$ cat src/rtl/seq_pkg.sv
// ---------------------------------------------------------------------------
// seq_pkg
// Shared types and constants for the serial pattern generator and its
// embedded overlapping-10110 tracker.
//   op_e         command opcodes carried on cmd_op
//   ser_state_e  command/shift FSM states of the serializer
//   det_state_e  states of the 10110 tracker (mirrors the sequence detector)
//   BASE_PATTERN / OVERLAP_PATTERN and their bit lengths
// ---------------------------------------------------------------------------
package seq_pkg;

  typedef enum logic [1:0] {
    OP_RAW     = 2'd0,
    OP_BASE    = 2'd1,
    OP_OVERLAP = 2'd2,
    OP_GAP     = 2'd3
  } op_e;

  typedef enum logic [1:0] {
    S_IDLE,
    S_SHIFT,
    S_GAP
  } ser_state_e;

  typedef enum logic [2:0] {
    ST_IDLE,
    ST_1,
    ST_10,
    ST_101,
    ST_1011,
    ST_10110
  } det_state_e;

  localparam int                   BASE_LEN        = 5;
  localparam logic [BASE_LEN-1:0]  BASE_PATTERN    = 5'b10110;
  localparam int                   OVERLAP_LEN     = 3;
  localparam logic [OVERLAP_LEN-1:0] OVERLAP_PATTERN = 3'b110;

endpackage

$ cat src/rtl/seq_pattern_serializer_if.sv
// ---------------------------------------------------------------------------
// seq_pattern_serializer_if
// Bundles the command channel, the serial output channel and the match
// reporting of the serializer.
//   cmd_valid/cmd_ready  command handshake (accept on cmd_valid && cmd_ready)
//   cmd_op/data/len      command opcode, RAW payload, RAW bits / GAP cycles
//   seq/valid/ready      serial bit stream, transfer on valid && ready
//   match/match_count    one-cycle match pulse and wrapping match counter
// Modports:
//   master  drives commands and downstream ready (stimulus / upstream side)
//   slave   the serializer itself
// ---------------------------------------------------------------------------
interface seq_pattern_serializer_if #(
  parameter int MAX_LEN = 16,
  parameter int CNT_W   = 16
);

  localparam int LEN_W = $clog2(MAX_LEN + 1);

  logic               cmd_valid;
  logic               cmd_ready;
  logic [1:0]         cmd_op;
  logic [MAX_LEN-1:0] cmd_data;
  logic [LEN_W-1:0]   cmd_len;
  logic               seq;
  logic               valid;
  logic               ready;
  logic               match;
  logic [CNT_W-1:0]   match_count;

  modport master (
    output cmd_valid, cmd_op, cmd_data, cmd_len, ready,
    input  cmd_ready, seq, valid, match, match_count
  );

  modport slave (
    input  cmd_valid, cmd_op, cmd_data, cmd_len, ready,
    output cmd_ready, seq, valid, match, match_count
  );

endinterface

$ cat src/rtl/seq_pattern_tracker.sv
// ---------------------------------------------------------------------------
// seq_pattern_tracker
// Overlapping 10110 detector. Advances only on bits qualified by bit_valid,
// so stalls and gaps in the stream leave its state untouched.
// Ports:
//   clk        rising-edge clock
//   reset      synchronous active-high reset (state -> ST_IDLE, match -> 0)
//   bit_in     serial bit being transferred
//   bit_valid  bit_in is a real transfer this cycle
//   match      registered one-cycle pulse the cycle after the completing 0
// ---------------------------------------------------------------------------
module seq_pattern_tracker
  import seq_pkg::*;
(
  input  logic clk,
  input  logic reset,
  input  logic bit_in,
  input  logic bit_valid,
  output logic match
);

  det_state_e state_q, state_d;
  logic       match_q, match_d;

  // Next-state decode. After a completed 10110 the trailing "10" is kept as
  // a prefix (ST_10110 behaves like ST_10 on the next bit), which is what
  // makes back-to-back overlapping patterns such as 10110110 match twice.
  always_comb begin
    state_d = state_q;
    match_d = 1'b0;
    if (bit_valid) begin
      case (state_q)
        ST_IDLE:  state_d = bit_in ? ST_1    : ST_IDLE;
        ST_1:     state_d = bit_in ? ST_1    : ST_10;
        ST_10:    state_d = bit_in ? ST_101  : ST_IDLE;
        ST_101:   state_d = bit_in ? ST_1011 : ST_10;
        ST_1011: begin
          if (bit_in) begin
            state_d = ST_1;
          end else begin
            state_d = ST_10110;
            match_d = 1'b1;
          end
        end
        ST_10110: state_d = bit_in ? ST_101  : ST_IDLE;
        default:  state_d = ST_IDLE;
      endcase
    end
  end

  // State and match pulse registers.
  always_ff @(posedge clk) begin
    if (reset) begin
      state_q <= ST_IDLE;
      match_q <= 1'b0;
    end else begin
      state_q <= state_d;
      match_q <= match_d;
    end
  end

  assign match = match_q;

endmodule

$ cat src/rtl/seq_pattern_serializer.sv
// ---------------------------------------------------------------------------
// seq_pattern_serializer
// Bit-serial stream generator. Takes RAW / BASE / OVERLAP / GAP commands over
// a valid/ready channel and shifts bits out MSB-first under downstream
// back-pressure, while an embedded tracker flags each emitted 10110.
// Ports:
//   clk    rising-edge clock
//   reset  synchronous active-high reset; discards any in-flight command
//   bus    seq_pattern_serializer_if.slave
//          cmd_valid/cmd_ready/cmd_op/cmd_data/cmd_len  command channel
//          seq/valid/ready                              serial output
//          match/match_count                            match reporting
// ---------------------------------------------------------------------------
module seq_pattern_serializer
  import seq_pkg::*;
#(
  parameter int MAX_LEN = 16,
  parameter int LEN_W   = $clog2(MAX_LEN + 1),
  parameter int CNT_W   = 16
) (
  input  logic                      clk,
  input  logic                      reset,
  seq_pattern_serializer_if.slave   bus
);

  ser_state_e         state_q, state_d;
  logic [MAX_LEN-1:0] shift_q, shift_d;
  logic [LEN_W-1:0]   rem_q, rem_d;
  logic               valid_q, valid_d;
  logic [CNT_W-1:0]   match_count_q, match_count_d;

  op_e              cmd_op;
  logic [LEN_W-1:0] eff_len;
  logic             xfer;
  logic             last_bit;
  logic             cmd_ready;
  logic             cmd_accept;
  logic             tracker_match;

  assign cmd_op  = op_e'(bus.cmd_op);
  assign eff_len = (bus.cmd_len > LEN_W'(MAX_LEN)) ? LEN_W'(MAX_LEN) : bus.cmd_len;

  // Handshake decode. cmd_ready opens during the final transfer of a shift
  // so the next command's first bit follows with no bubble. It never looks
  // at cmd_valid, and it stays low while reset is asserted.
  always_comb begin
    xfer       = valid_q && bus.ready;
    last_bit   = (state_q == S_SHIFT) && xfer && (rem_q == LEN_W'(1));
    cmd_ready  = !reset && ((state_q == S_IDLE) || last_bit);
    cmd_accept = bus.cmd_valid && cmd_ready;
  end

  // Command FSM, shift register and length/gap counter. The shift register
  // holds the remaining bits left-aligned so seq is always its MSB; unused
  // low bits are zero, so it drains to zero and seq idles low.
  // A GAP of n produces n cycles of valid=0 in a back-to-back stream: n-1 of
  // them are spent in S_GAP and the last is the S_IDLE cycle in which the
  // following command is accepted.
  always_comb begin
    state_d = state_q;
    shift_d = shift_q;
    rem_d   = rem_q;
    valid_d = valid_q;

    case (state_q)
      S_SHIFT: begin
        if (bus.ready) begin
          shift_d = shift_q << 1;
          rem_d   = rem_q - LEN_W'(1);
          if (rem_q == LEN_W'(1)) begin
            state_d = S_IDLE;
            valid_d = 1'b0;
          end
        end
      end
      S_GAP: begin
        rem_d = rem_q - LEN_W'(1);
        if (rem_q <= LEN_W'(1)) begin
          state_d = S_IDLE;
        end
      end
      default: begin
      end
    endcase

    if (cmd_accept) begin
      case (cmd_op)
        OP_BASE: begin
          shift_d = MAX_LEN'(BASE_PATTERN) << (MAX_LEN - BASE_LEN);
          rem_d   = LEN_W'(BASE_LEN);
          state_d = S_SHIFT;
          valid_d = 1'b1;
        end
        OP_OVERLAP: begin
          shift_d = MAX_LEN'(OVERLAP_PATTERN) << (MAX_LEN - OVERLAP_LEN);
          rem_d   = LEN_W'(OVERLAP_LEN);
          state_d = S_SHIFT;
          valid_d = 1'b1;
        end
        OP_RAW: begin
          if (eff_len != '0) begin
            shift_d = bus.cmd_data << (LEN_W'(MAX_LEN) - eff_len);
            rem_d   = eff_len;
            state_d = S_SHIFT;
            valid_d = 1'b1;
          end else begin
            shift_d = '0;
            rem_d   = '0;
            state_d = S_IDLE;
            valid_d = 1'b0;
          end
        end
        OP_GAP: begin
          shift_d = '0;
          valid_d = 1'b0;
          if (eff_len > LEN_W'(1)) begin
            rem_d   = eff_len - LEN_W'(1);
            state_d = S_GAP;
          end else begin
            rem_d   = '0;
            state_d = S_IDLE;
          end
        end
        default: begin
        end
      endcase
    end
  end

  // Match counter wraps naturally at 2^CNT_W.
  always_comb begin
    match_count_d = match_count_q + CNT_W'(tracker_match);
  end

  // All serializer state registers.
  always_ff @(posedge clk) begin
    if (reset) begin
      state_q       <= S_IDLE;
      shift_q       <= '0;
      rem_q         <= '0;
      valid_q       <= 1'b0;
      match_count_q <= '0;
    end else begin
      state_q       <= state_d;
      shift_q       <= shift_d;
      rem_q         <= rem_d;
      valid_q       <= valid_d;
      match_count_q <= match_count_d;
    end
  end

  seq_pattern_tracker u_tracker (
    .clk       (clk),
    .reset     (reset),
    .bit_in    (shift_q[MAX_LEN-1]),
    .bit_valid (xfer),
    .match     (tracker_match)
  );

  assign bus.cmd_ready   = cmd_ready;
  assign bus.seq         = shift_q[MAX_LEN-1];
  assign bus.valid       = valid_q;
  assign bus.match       = tracker_match;
  assign bus.match_count = match_count_q;

endmodule

$ cat src/flat_wrapper.sv
// flat-port wrapper written by rule: the top's interface ports become plain ports
module seq_pattern_serializer_flat import seq_pkg::*;
#(
  parameter int MAX_LEN = 16,
  parameter int LEN_W   = $clog2(MAX_LEN + 1),
  parameter int CNT_W   = 16
)
  (clk, reset, bus_cmd_valid, bus_cmd_op, bus_cmd_data, bus_cmd_len, bus_ready, bus_cmd_ready, bus_seq, bus_valid, bus_match, bus_match_count);
  seq_pattern_serializer_if #(.MAX_LEN(MAX_LEN), .CNT_W(CNT_W)) bus_i ();
  input  logic clk;
  input  logic reset;
  input wire logic [$bits(bus_i.cmd_valid)-1:0] bus_cmd_valid;
  input wire logic [$bits(bus_i.cmd_op)-1:0] bus_cmd_op;
  input wire logic [$bits(bus_i.cmd_data)-1:0] bus_cmd_data;
  input wire logic [$bits(bus_i.cmd_len)-1:0] bus_cmd_len;
  input wire logic [$bits(bus_i.ready)-1:0] bus_ready;
  output wire logic [$bits(bus_i.cmd_ready)-1:0] bus_cmd_ready;
  output wire logic [$bits(bus_i.seq)-1:0] bus_seq;
  output wire logic [$bits(bus_i.valid)-1:0] bus_valid;
  output wire logic [$bits(bus_i.match)-1:0] bus_match;
  output wire logic [$bits(bus_i.match_count)-1:0] bus_match_count;
  assign bus_i.cmd_valid = bus_cmd_valid;
  assign bus_i.cmd_op = bus_cmd_op;
  assign bus_i.cmd_data = bus_cmd_data;
  assign bus_i.cmd_len = bus_cmd_len;
  assign bus_i.ready = bus_ready;
  assign bus_cmd_ready = bus_i.cmd_ready;
  assign bus_seq = bus_i.seq;
  assign bus_valid = bus_i.valid;
  assign bus_match = bus_i.match;
  assign bus_match_count = bus_i.match_count;
  seq_pattern_serializer #(.MAX_LEN(MAX_LEN), .LEN_W(LEN_W), .CNT_W(CNT_W)) u_core (.clk(clk), .reset(reset), .bus(bus_i));
endmodule
$ cat config.mk
export PLATFORM = sky130hd
export DESIGN_NAME = seq_pattern_serializer_flat
export DESIGN_NICKNAME = d
export VERILOG_FILES = /design/src/rtl/seq_pkg.sv /design/src/rtl/seq_pattern_serializer_if.sv /design/src/rtl/seq_pattern_tracker.sv /design/src/rtl/seq_pattern_serializer.sv /design/src/flat_wrapper.sv
export SDC_FILE = /design/constraint.sdc
export NUM_CORES = 1
export LEC_CHECK = 0
export BUFFER_PORTS_ARGS = -buffer_cell sky130_fd_sc_hd__buf_4
export CAP_MARGIN = 20
export CORE_MARGIN = 8
export CORE_UTILIZATION = 45
export CTS_CLUSTER_SIZE = 20
export DETAILED_ROUTE_END_ITERATION = 10
export GPL_TIMING_DRIVEN = 0
export PLACE_DENSITY = 0.68
export SETUP_SLACK_MARGIN = 0.05
export SLEW_MARGIN = 25
export SYNTH_ARGS = -nofsm -noshare
export SYNTH_HDL_FRONTEND = slang
export SYNTH_SLANG_ARGS = --single-unit
$ cat constraint.sdc
create_clock -name clk -period 2.75 [get_ports clk]
set_clock_uncertainty 0.1 [all_clocks]
set_input_delay 0.275 -clock clk [delete_from_list [all_inputs] [get_ports clk]]
set_output_delay 0.275 -clock clk [all_outputs]
set_load 0.02 [all_outputs]
# Yosys cells after proc, flatten, opt, wreduce, memory -nomap -nowiden
# Index checks and enable logic that the tools add are counted.
# Widths: inputs -> output; s select.
# word_totals
regBits	44
latchBits	0
ram_bits	0
romBits	0
input_bits	27
elab_cells	86
n_memories	0
# classes
add_sub_neg	4
multipliers	0
div_mod_pow	0
order_cmp	3
n_eq_ne	14
shift	1
n_mux	33
bitwise	2
reduce_logical	22
# op_table
cell	count
$mux 16	4
$pmux 16 s4	1
$mux 5	5
$pmux 5 s4	1
$add 16x1->16	1
$shl 16x5->16	1
$pmux 3 s5	1
$mux 2	7
$pmux 5 s2	1
$sub 5x1->5 const B	2
$mux 1	8
$eq 2x2->1 const B	3
$eq 3x2->1 const B	2
$eq 3x3->1 const B	2
$mux 3	2
$ne 3x2->1 const B	2
$pmux 2 s3	1
$reduce_bool 2->1	3
$eq 5x1->1 const B	1
$gt 5x1->1 const B	1
$gt 5x5->1 const B	1
$le 5x1->1 const B	1
$logic_and 1x1->1	5
$reduce_bool 5->1	1
other kinds (17)	22

# Longest topological paths before layout
# Gate-level depths: netlist of the first run.
# depth
depth_word	8
ltp_mapped	14
ltp_nobuf	12

# By module
# A second synthesis of the first run with hierarchy kept.
# unflattened
cells_unflattened	340
area_unflattened_um2	3076.7
# modules_own_cells
module	instances	cells_each	area_per_inst_um2	seq_area_each_um2
seq_pattern_serializer	1	320	2882.8	800.8
seq_pattern_tracker	1	20	193.9	80.1

# Worst setup path before layout of the first run
# OpenSTA, ideal clock, no wires.
# synth_path
path_type	input to register
startpoint	input bus_cmd_len[4]
endpoint	register u_core.shift_q[4]
setup_time_ps	79
arrival_time_ps	2706
setup_slack_ps	-136
cell_stages	13
cell_sequence	clkbuf_1 -> nor2b_1 -> inv_2 -> ha_1 -> clkbuf_1 -> inv_1 -> nor2_1 -> ha_1 -> nor3b_1 -> and2_1 -> nand4b_4 -> or3b_1 -> a211oi_2
# synth_via
elab_chain_cells	7
elab_cells_between_ends	8
classes_between	add/sub: 1; order compare: 1; shift: 1; mux: 4; reduce/logical: 1
# synth_lines
element	line_no	text
start: declaration	flat_wrapper.sv:15	input wire logic [$bits(bus_i.cmd_len)-1:0] bus_cmd_len;
$gt 5x5->1	seq_pattern_serializer.sv:41	assign eff_len = (bus.cmd_len > LEN_W'(MAX_LEN)) ? LEN_W'(MAX_LEN) : bus.cmd_len;
$mux 5 *	seq_pattern_serializer.sv:41	
$sub 5x5->5	seq_pattern_serializer.sv:102	shift_d = bus.cmd_data << (LEN_W'(MAX_LEN) - eff_len);
$shl 16x5->16	seq_pattern_serializer.sv:102	
$mux 16 *	seq_pattern_serializer.sv:101	if (eff_len != '0) begin
$pmux 16 s4 *	seq_pattern_serializer.sv:87	case (cmd_op)
$mux 16 *	seq_pattern_serializer.sv:86	if (cmd_accept) begin
end signal: assignment	seq_pattern_serializer.sv:145	shift_q <= shift_d;
end: declaration	seq_pattern_serializer.sv:27	logic [MAX_LEN-1:0] shift_q, shift_d;
# Every way passes the cells marked *; elsewhere a longest branch is shown, timed or not.
# A chain may end at the register's enable or synchronous reset.

# Worst setup path in the final report of the first run
# layout_path
startpoint	input bus_cmd_len[4]
endpoint	register u_core.shift_q[15]
# Same word-level chain as after synthesis.

==> flow_summary.ini, run 1 <==
[layout]
fin_area_um2 = 3650
drive_gt1_share_pct = 21.3
syn2layout_area_growth_pct = 21.0
antennaDiodeCount = 0
fill_cells = 637
post-route-util_pct = 55.0
fin_nets = 463
multi_input_area_um2 = 2040
seq_area_um2 = 883

[logic_synthesis]
yosysTopAreaCell = dfxtp_1
ys_types = 54
synth_seq_area_share_pct = 29.2
synth_ff_type = dfxtp_1
ys_seq_elements = 44
netlist_area_um2 = 3020
syn-num-nets = 409
synthCells = 372
async_flop_share_pct = 0
synth.avg_cell_area_um2 = 8.12
yosysTopAreaCellShare_pct = 29.2
yosysWarnings = 0
ys_top_cells_by_area = dfxtp_1 (29%), mux2i_1 (9.9%), nor2_1 (5.1%), ha_1 (4.1%), nand2_1 (3.7%)
synth_edf_count = 0

[critical_path]
r2r_start = u_core.rem_q[1]$_SDFFE_PP0P_
ff2ff_setup_slack_ns = 0.13
critPathLaunch = bus_cmd_len[4]
cp_common_cell = buf_4
path_cells = clkbuf_2 > nor2b_2 > buf_4 > buf_4 > buf_4 > ha_1 > inv_1 > clkbuf_4 > mux2i_4 > mux2i_1 > a211o_1 > a31oi_1
crit_required_ns = 2.87
cp-end-kind = flip-flop
startpoint_type = primary input
crit_type = primary input to flip-flop
cpMaxStageDelayCell = a211o_1
cp.arrival_ns = 2.75
rr_worst_depth = 8
max_stage_delay_ns = 0.34
cp-endpoint = u_core.shift_q[15]$_SDFFE_PP0P_
r2r_end = u_core.shift_q[4]$_SDFFE_PP0P_
cp_max_fo = 10

[job]
cap_viol_max_count = 0

[floorplanning]
core_um2 = 6640
dieHeight_um = 97.9
dieArea_um2 = 9590
core.rowCount = 30
start_util_pct = 45.4
io_pins = 47
die_w_um = 97.9

[cts]
clockRootBuffer = clkbuf_8
cts_hold_buf = 0
insertion_delay_ns = 0.30
cts_buffers = 5
clk_path_buf_depth = 2
cts_tree = built
cts.clk_slew.worst_paths_ns = 0.08
htree_levels = 2
cts_sinks = 44

[sta]
tightest_slew_ns = 0.706
rsz0062_at_grt = true
hold_violations = 0
fin_hold_ws_ns = 0.268
maxSlewViolCount = 0
tns_ns = 0
setup_viol = 0
fmaxAchievable_mhz = 381
slew_headroom_pct = 52.6
post-route-period-util_pct = 95.5
period_needed_ns = 2.63

[grt]
grt_pass1_vias = 2817
grt_max_degree = 16
grt_pass1_wl_mm = 13.5
antenna_found_initial = 0
grt_overflow = 0
grt_util_all_layers_pct = 16.7

[place]
dpl.hpwl_mm = 6.14
place_area_um2 = 3450
io_buffers = 42
place_congestion = 0.861

[route]
vias = 2920
firstDrtPassIters = 5
via_per_inst = 5.76
drt_wl_total_mm = 8.07
first_iter_violations = 208
final_antenna_net_count = 0
drc = 0
wl_per_cell_um = 15.9

[min_path]
min_path_type = primary input to flip-flop
hold_depth = 3

[power]
power_frac_clock_pct = 29.1
p_int_w = 0.00118
swShare_pct = 31.7
pwr-share-comb_pct = 29.5
powerDensity_nw_per_um2 = 473
switchingPower_w = 0.000548
power_leakage_nw = 1.49
irDropWorstVdd_v = 0.000209
seqPwrFrac_pct = 41.4

[run_status]
status = finished clean
-- layer usage --
metal | part of all wire (%) | track usage [%]
met1 | 47 | 20.9
met4 | 0.92 | 5.28
met3 | 4.9 | 3.41
met2 | 47 | 27.9
met5 | 0 | 0
-- synthesized netlist by cell type (all sizes together) (3+ instances only) --
cell type   n
or3         6
ha         10
o221ai      3
a21oi      18
xor2        8
and3        8
a31oi       4
o21a        3
mux4        4
nand2b      3
a211oi      9
nor3       10
xnor2      10
nor2       41
a211o       3
inv        15
nand3      19
buf         5
o22ai       3
nand2      31
clkbuf     17
o21ai      25
o211ai      3
dfxtp      44
nor2b       5
and2        4
a311oi      3
mux2i      30
-- critical path, delay by kind of cell --
| kind | cells | cell delay (ns) |
|---|---|---|
| multiplexers | 2 | 0.46 |
| AO/OA/AOI/OAI | 2 | 0.52 |
| buffers and inverters | 6 | 1.07 |
| AND/OR/NAND/NOR | 1 | 0.17 |
| adder cells (fa/ha/maj) | 1 | 0.26 |
-- power groups by stage --
stage	Combinational [W]	Clock, W	Sequential [W]
after detailed placement	0.000478	0	0.000726
after global placement	0.000474	0	0.000724
after global routing	0.000559	0.000541	0.000721
after CTS	0.000492	0.000513	0.000712
final	0.000510	0.000502	0.000714
after floorplan	0.000348	0	0.000721
-- timing repair --
item,4_1_cts,5_1_grt
setup endpoints to repair,8,13
gates resized for setup,5,15
pin swaps,1,4
setup buffers,2,4
-- layout by cell type, fill, tap and decap left out, types with 5 or more instances in the layout --
| cell type | count |
|---|---|
| xor2_1 | 8 |
| buf_4 | 51 |
| a21oi_1 | 18 |
| a211oi_1 | 7 |
| ha_1 | 8 |
| nor3_1 | 10 |
| and3_1 | 8 |
| dfxtp_1 | 42 |
| o21ai_0 | 21 |
| nand2_1 | 30 |
| nand3_1 | 19 |
| clkbuf_1 | 11 |
| clkbuf_8 | 5 |
| or3_1 | 6 |
| xnor2_1 | 8 |
| inv_1 | 11 |
| mux2i_1 | 28 |
| nor2_1 | 41 |
-- sequential cells by signal, summed over array words and instances, names as in the netlist --
name / flops
u_core.shift_q: 16
u_core.bus.match_count: 16
u_core.state_q: 2
u_core.rem_q: 5
u_core.u_tracker.match: 1
u_core.bus.valid: 1
u_core.u_tracker.state_q: 3
-- final cells by class --
cell class	instances	area share [%]
clock buffers	5	1.88
clock inverters	3	1.27
repair buffers	48	9.87
plain buffers	21	2.74
multi-input cells	291	55.8
well taps	80	2.74
flip-flops and latches	44	24.2
inverters	15	1.54
-- stage by stage --
stage	setup WS, ns	std cells	total power (W)
6_report	0.124	507	0.00173
5_1_grt	0.0000944	507	0.00182
4_1_cts	0.0510	504	0.00172
3_5_place_dp	-0.310	494	0.00120
3_3_place_gp	-0.313	494	0.00120
2_1_floorplan	0.0428	372	0.00107
-- kinds of logic (layout without fill, tap and decap cells) --
kind of cell	count (synthesis)	after routing	share of synthesized area [%]
mux	36	36	13.7
fa+ha+maj	10	10	4.14
xor+xnor	18	18	5.47
buf+inv	37	92	5.01
simple gates	138	138	22.6
flops	44	44	29.2
compound gates	89	89	19.9
-- worst min-delay path by stage --
stage / from / endpoint
5_1_grt: bus_cmd_op[1] / u_core.shift_q[15]$_SDFFE_PP0P_
2_1_floorplan: u_core.shift_q[5]$_SDFFE_PP0P_ / u_core.shift_q[5]$_SDFFE_PP0P_
3_3_place_gp: u_core.shift_q[5]$_SDFFE_PP0P_ / u_core.shift_q[5]$_SDFFE_PP0P_
6_report: bus_cmd_op[1] / u_core.shift_q[15]$_SDFFE_PP0P_
3_5_place_dp: u_core.shift_q[5]$_SDFFE_PP0P_ / u_core.shift_q[5]$_SDFFE_PP0P_
4_1_cts: bus_cmd_op[1] / u_core.shift_q[15]$_SDFFE_PP0P_
No activity file was read; power rests on OpenSTA's default activity.
==> inputs of run 2 (changes only) <==
--- a/config.mk
+++ b/config.mk
@@ -9,6 +9,7 @@
 export CAP_MARGIN = 20
 export CORE_MARGIN = 8
 export CORE_UTILIZATION = 45
+export CTS_BUF_LIST = sky130_fd_sc_hd__clkbuf_16
 export CTS_CLUSTER_SIZE = 20
 export DETAILED_ROUTE_END_ITERATION = 10
 export GPL_TIMING_DRIVEN = 0
@@ -17,4 +18,5 @@
 export SLEW_MARGIN = 25
 export SYNTH_ARGS = -nofsm -noshare
 export SYNTH_HDL_FRONTEND = slang
+export SYNTH_HIERARCHICAL = 1
 export SYNTH_SLANG_ARGS = --single-unit
==> run 2 against run 1 <==
Net effect:
- area after synthesis rose by 1.9%
- core utilization fell by 0.074 points
- setup slack improved by 0.10 ns
- final cell count fell by 6.1%
- clock power rose by 14%
- critical path depth did not move
- die area rose by 1.6%
- first-iteration DRC count fell by 39%
- global-route usage fell by 0.94 points
- worst hold slack got worse by 0.15 ns
- synthesized cell count fell by 8.6%
- sequential cell count did not move
- highest routed layer unchanged
==> flow_summary.ini, run 2 <==
[place]
place_congestion = 0.835
dpl.hpwl_mm = 5.71
dpl.cell_count = 466
io_buffers = 46

[sta]
fmaxAchievable_mhz = 396
rsz0062_at_grt = false
maxSlewViolCount = 0
tightest_slew_ns = 0.773
fin_hold_ws_ns = 0.121
slew_headroom_pct = 48.1
post-route-period-util_pct = 91.7
setup_viol = 0
period_needed_ns = 2.52
hold_violations = 0

[floorplanning]
dieArea_um2 = 9740
io_pins = 47
start_util_pct = 45.8
die_w_um = 98.7
core_um2 = 6720
dieHeight_um = 98.7
core.rowCount = 30

[min_path]
min_path_type = primary input to flip-flop

[route]
drt_wl_total_mm = 7.49
via_per_inst = 5.88
vias = 2799
final_antenna_net_count = 0
met3WireLength_um = 316
wl_met2_mm = 3.45
drc = 0
firstDrtPassIters = 4
first_iter_violations = 127
routed.top_layer = met4
m1WireLength_mm = 3.63
wl_per_cell_um = 15.7

[layout]
fin_nets = 434
final_cell_mix = buf_4 (48), dfxtp_1 (44), nor2_1 (33)
fin_cells = 476
final_common_cell = buf_4
drive_gt1_share_pct = 22.0
syn2layout_area_growth_pct = 19.9
antennaDiodeCount = 0

[cts]
cts_buffers = 5
cts_tree = built
clockRootBuffer = clkbuf_16
insertion_delay_ns = 0.28
cts_sinks = 44
clk_path_buf_depth = 2
htree_levels = 2
cts_hold_buf = 0
cts.clk_slew.worst_paths_ns = 0.06

[logic_synthesis]
synth.avg_cell_area_um2 = 9.05
yosysTopAreaCell = dfxtp_1
ys_seq_elements = 44
synth_edf_count = 0
synth_seq_area_share_pct = 28.6
netlist_area_um2 = 3080
async_flop_share_pct = 0
ys_top_cells_by_area = dfxtp_1 (29%), mux4_2 (6.6%), mux4_1 (5.1%), ha_1 (4.9%), mux2i_1 (4.6%)
synth.most_common_cell = dfxtp_1
netlist_top_cells_count = dfxtp_1 (44), nor2_1 (34), nand2_1 (28)
synth_ff_type = dfxtp_1
yosysTopAreaCellShare_pct = 28.6
synthCells = 340
ys_types = 66
yosysWarnings = 6
syn-num-nets = 379

[critical_path]
startpoint_type = primary input
cp_max_fo = 10
crit_type = primary input to flip-flop
cp-end-kind = flip-flop
critPathTopFamily = buffers and inverters
max_stage_delay_ns = 0.35
cpMaxStageDelayCell = ha_1
path_cells = buf_4 > nor2b_1 > buf_6 > buf_8 > ha_1 > clkbuf_2 > buf_2 > nand3b_1 > nand3_1 > mux2i_1 > a211oi_1 > o22a_1
cp.buffers_inverters = 5
crit_required_ns = 2.82
cp.arrival_ns = 2.59

[grt]
antenna_found_initial = 0
grt_pass1_vias = 2751
grt_util_all_layers_pct = 15.8
grt_pass1_wl_mm = 13.0
grt_overflow = 0
grt_max_degree = 14

[run_status]
status = finished clean

[job]
cap_viol_max_count = 0

[power]
powerDensity_nw_per_um2 = 456
power_leakage_nw = 1.53
irDropWorstVdd_v = 0.000255
## run 2: logic make-up after synthesis
logic type / share of synthesized area (%)
AO/OA/AOI/OAI: 18.4
AND/OR/NAND/NOR: 21.4
XOR/XNOR: 5.45
multiplexers: 17.1
flip-flops: 28.6
buffers and inverters: 4.11
adder cells (fa/ha/maj): 4.88
## run 2: path summary, 6_finish.rpt
kind	slack, ns	cells past startpoint	to	start
setup / recovery	0.23	12	u_core/shift_q[14]$_SDFFE_PP0P_	bus_cmd_len[0]
hold / removal	0.12	2	u_core/u_tracker/state_q[1]$_SDFFE_PP0P_	reset
setup reg to reg	0.39	8	u_core/shift_q[5]$_SDFFE_PP0P_	u_core/rem_q[1]$_SDFFE_PP0P_
hold reg to reg	0.39	2	u_core/bus.valid$_SDFFE_PP0P_	u_core/bus.valid$_SDFFE_PP0P_
## run 2: stage by stage
step | setup slack, ns | power [W] | util, % | area (um2) | TNS (ns)
2_1_floorplan | 0.214 | 0.000996 | - | 3080 | 0
3_3_place_gp | -0.454 | 0.00111 | 52.4 | 3520 | -2.59
3_5_place_dp | -0.463 | 0.00112 | 52.4 | 3520 | -2.78
4_1_cts | 0.0508 | 0.00169 | 54.8 | 3680 | 0
5_1_grt | 0.0585 | 0.00177 | 54.9 | 3690 | 0
6_report | 0.228 | 0.00168 | 54.9 | 3690 | 0
## run 2: final cells by class
| cell class | count | area, um2 |
|---|---|---|
| buffer | 19 | 97.6 |
| clock buffer | 5 | 125 |
| clock inverter | 3 | 15.0 |
| fill | 639 | 3030 |
| inverter | 8 | 30.0 |
| multi-input combinational | 269 | 2080 |
| sequential | 44 | 881 |
| tap | 80 | 100 |
| timing repair buffer | 48 | 360 |
## run 2: timing repair
item,4_1_cts,5_1_grt
setup buffers,2,0
resized for setup,2,3
pin swaps,1,0
setup endpoints to repair,6,7
## run 2: metal layers
layer | up-vias | global-route usage (%)
met4 | 0 | 4.96
li1 | 1381 | -
met3 | 4 | 2.82
met2 | 74 | 26.5
met1 | 1340 | 19.9
met5 | - | 0
## run 2: power by group
group	switching, W	internal, W
clock network	0.000242	0.000330
registers	0.0000258	0.000668
logic	0.000224	0.000193
==> inputs of run 3 (changes only) <==
--- a/config.mk
+++ b/config.mk
@@ -7,6 +7,7 @@
 export LEC_CHECK = 0
 export BUFFER_PORTS_ARGS = -buffer_cell sky130_fd_sc_hd__buf_4
 export CAP_MARGIN = 20
+export CORE_ASPECT_RATIO = 1.5
 export CORE_MARGIN = 8
 export CORE_UTILIZATION = 45
 export CTS_BUF_LIST = sky130_fd_sc_hd__clkbuf_16
==> run 3 against run 2 <==
Net effect:
- design area is 1.7% higher
- sequential cell count stayed put
- register-to-register slack improved by 0.08 ns
- final cell count rose by 0.21%
- via count is 0.57% lower
- critical endpoint is now u_core/shift_q[8]$_SDFFE_PP0P_
- first-iteration DRC count shrank 20%
- sequential share of layout area down 0.39 points
- critical path depth down 3
- clock-buffer cell count unchanged
- non-clock buffer count is 3 higher
- core utilization rose by 0.58 points
- clock power increased by 20%
==> flow_summary.ini, run 3 (synthesis results as in run 2) <==
[run_status]
status = finished clean

[layout]
fill_cells = 612
final_cell_mix = buf_4 (51), dfxtp_1 (44), nor2_1 (33)
final_common_cell = buf_4
drive_gt1_share_pct = 23.3
fin_nets = 437
fin_area_um2 = 3750
syn2layout_area_growth_pct = 21.9
fin_cells = 477
antennaDiodeCount = 0

[grt]
antenna_found_initial = 0
grt_overflow = 0
grt_pass1_wl_mm = 12.5
grt.busiest_layer = met2
gr-usage-met3_pct = 2.77
grt_util_all_layers_pct = 15.3
grt_max_degree = 16
met1_usage_pct = 15.5
grt_pass1_vias = 2731
met2_usage_pct = 29.7

[place]
place_congestion = 0.858
pre_cts_ws_ns = -0.415
dpl.hpwl_mm = 5.92
dpl.cell_count = 464
io_buffers = 46
place_area_um2 = 3520

[floorplanning]
core_um2 = 6760
io_pins = 47
dieHeight_um = 117
die_w_um = 83.5
start_util_pct = 45.5
core.rowCount = 37
dieArea_um2 = 9790

[cts]
clockRootBuffer = clkbuf_16
htree_levels = 2
cts_tree = built
cts_buffers = 5
cts.clk_slew.worst_paths_ns = 0.07
insertion_delay_ns = 0.29
clk_path_buf_depth = 2
cts_hold_buf = 0
cts_sinks = 44

[sta]
rsz0062_at_grt = false
hold_violations = 0
period_needed_ns = 2.48
tightest_slew_ns = 0.933
fmaxAchievable_mhz = 404
maxSlewViolCount = 0
slew_headroom_pct = 37.3
post-route-period-util_pct = 90.1
fin_ws_ns = 0.273
setup_viol = 0

[min_path]
hold_depth = 2
min_path_type = primary input to flip-flop

[critical_path]
startpoint_type = primary input
max_stage_delay_ns = 0.76
crit_type = primary input to flip-flop
cp-end-kind = flip-flop
cp.buffers_inverters = 3
cp.arrival_ns = 2.54
crit_required_ns = 2.82
ff2ff_setup_slack_ns = 0.47
critPathTopFamily = XOR/XNOR gates
cp_max_fo = 10
cpMaxStageDelayCell = xnor2_1
path_cells = buf_4 > nor2b_1 > buf_6 > clkinvlp_4 > ha_2 > xnor2_1 > mux4_2 > mux2i_1 > o22ai_1
path_depth = 9
rr_worst_depth = 8

[route]
final_antenna_net_count = 0
wl_per_cell_um = 15.7
firstDrtPassIters = 6
drc = 0
via_per_inst = 5.83
drt_wl_total_mm = 7.48
first_iter_violations = 101
vias = 2783

[power]
p_total_w = 0.00180
irDropWorstVdd_v = 0.000251
powerDensity_nw_per_um2 = 479
power_leakage_nw = 1.55

[job]
cap_viol_max_count = 0
-- run 3: power by group --
part | internal [W] | switching [W] | total, W
sequential | 0.000668 | 0.0000260 | 0.000694
clock | 0.000431 | 0.000255 | 0.000687
combinational | 0.000195 | 0.000222 | 0.000417
-- run 3: worst paths after layout --
kind                                   from                                       end
max reg2reg    u_core/rem_q[1]$_SDFFE_PP0P_            u_core/shift_q[5]$_SDFFE_PP0P_
max                          bus_cmd_len[4]            u_core/shift_q[8]$_SDFFE_PP0P_
min reg2reg  u_core/shift_q[7]$_SDFFE_PP0P_            u_core/shift_q[7]$_SDFFE_PP0P_
min                                   reset  u_core/u_tracker/state_q[1]$_SDFFE_PP0P_
-- run 3: timing repair --
item,in CTS,in global routing
cloned,0,0
pin swaps,2,1
setup buffers,2,3
endpoints found under the setup margin,3,8
gates resized for setup,3,4
-- run 3: stage by stage --
stage	hold WS, ns	util, %	TNS (ns)
final	0.108	55.5	0
after floorplan	0.244	-	0
after CTS	0.0967	55.0	0
after global placement	0.380	52.1	-2.17
after global routing	0.0978	55.5	0
after detailed placement	0.378	52.1	-2.40
-- run 3: routing by layer --
| metal | vias up | part of all wire [%] |
|---|---|---|
| met5 | - | 0 |
| met4 | 0 | 2.0 |
| met3 | 10 | 3.8 |
| met2 | 66 | 53 |
| met1 | 1316 | 41 |
| li1 | 1391 | - |
-- run 3: area by class of cell --
| class | instances | area [um2] | area share, % |
|---|---|---|---|
| inverter | 8 | 33.8 | 0.901 |
| tap | 78 | 97.6 | 2.60 |
| timing repair buffer | 51 | 383 | 10.2 |
| clock buffer | 5 | 125 | 3.34 |
| clock inverter | 3 | 47.5 | 1.27 |
| buffer | 19 | 97.6 | 2.60 |
| multi-input combinational | 269 | 2080 | 55.6 |
| sequential | 44 | 881 | 23.5 |
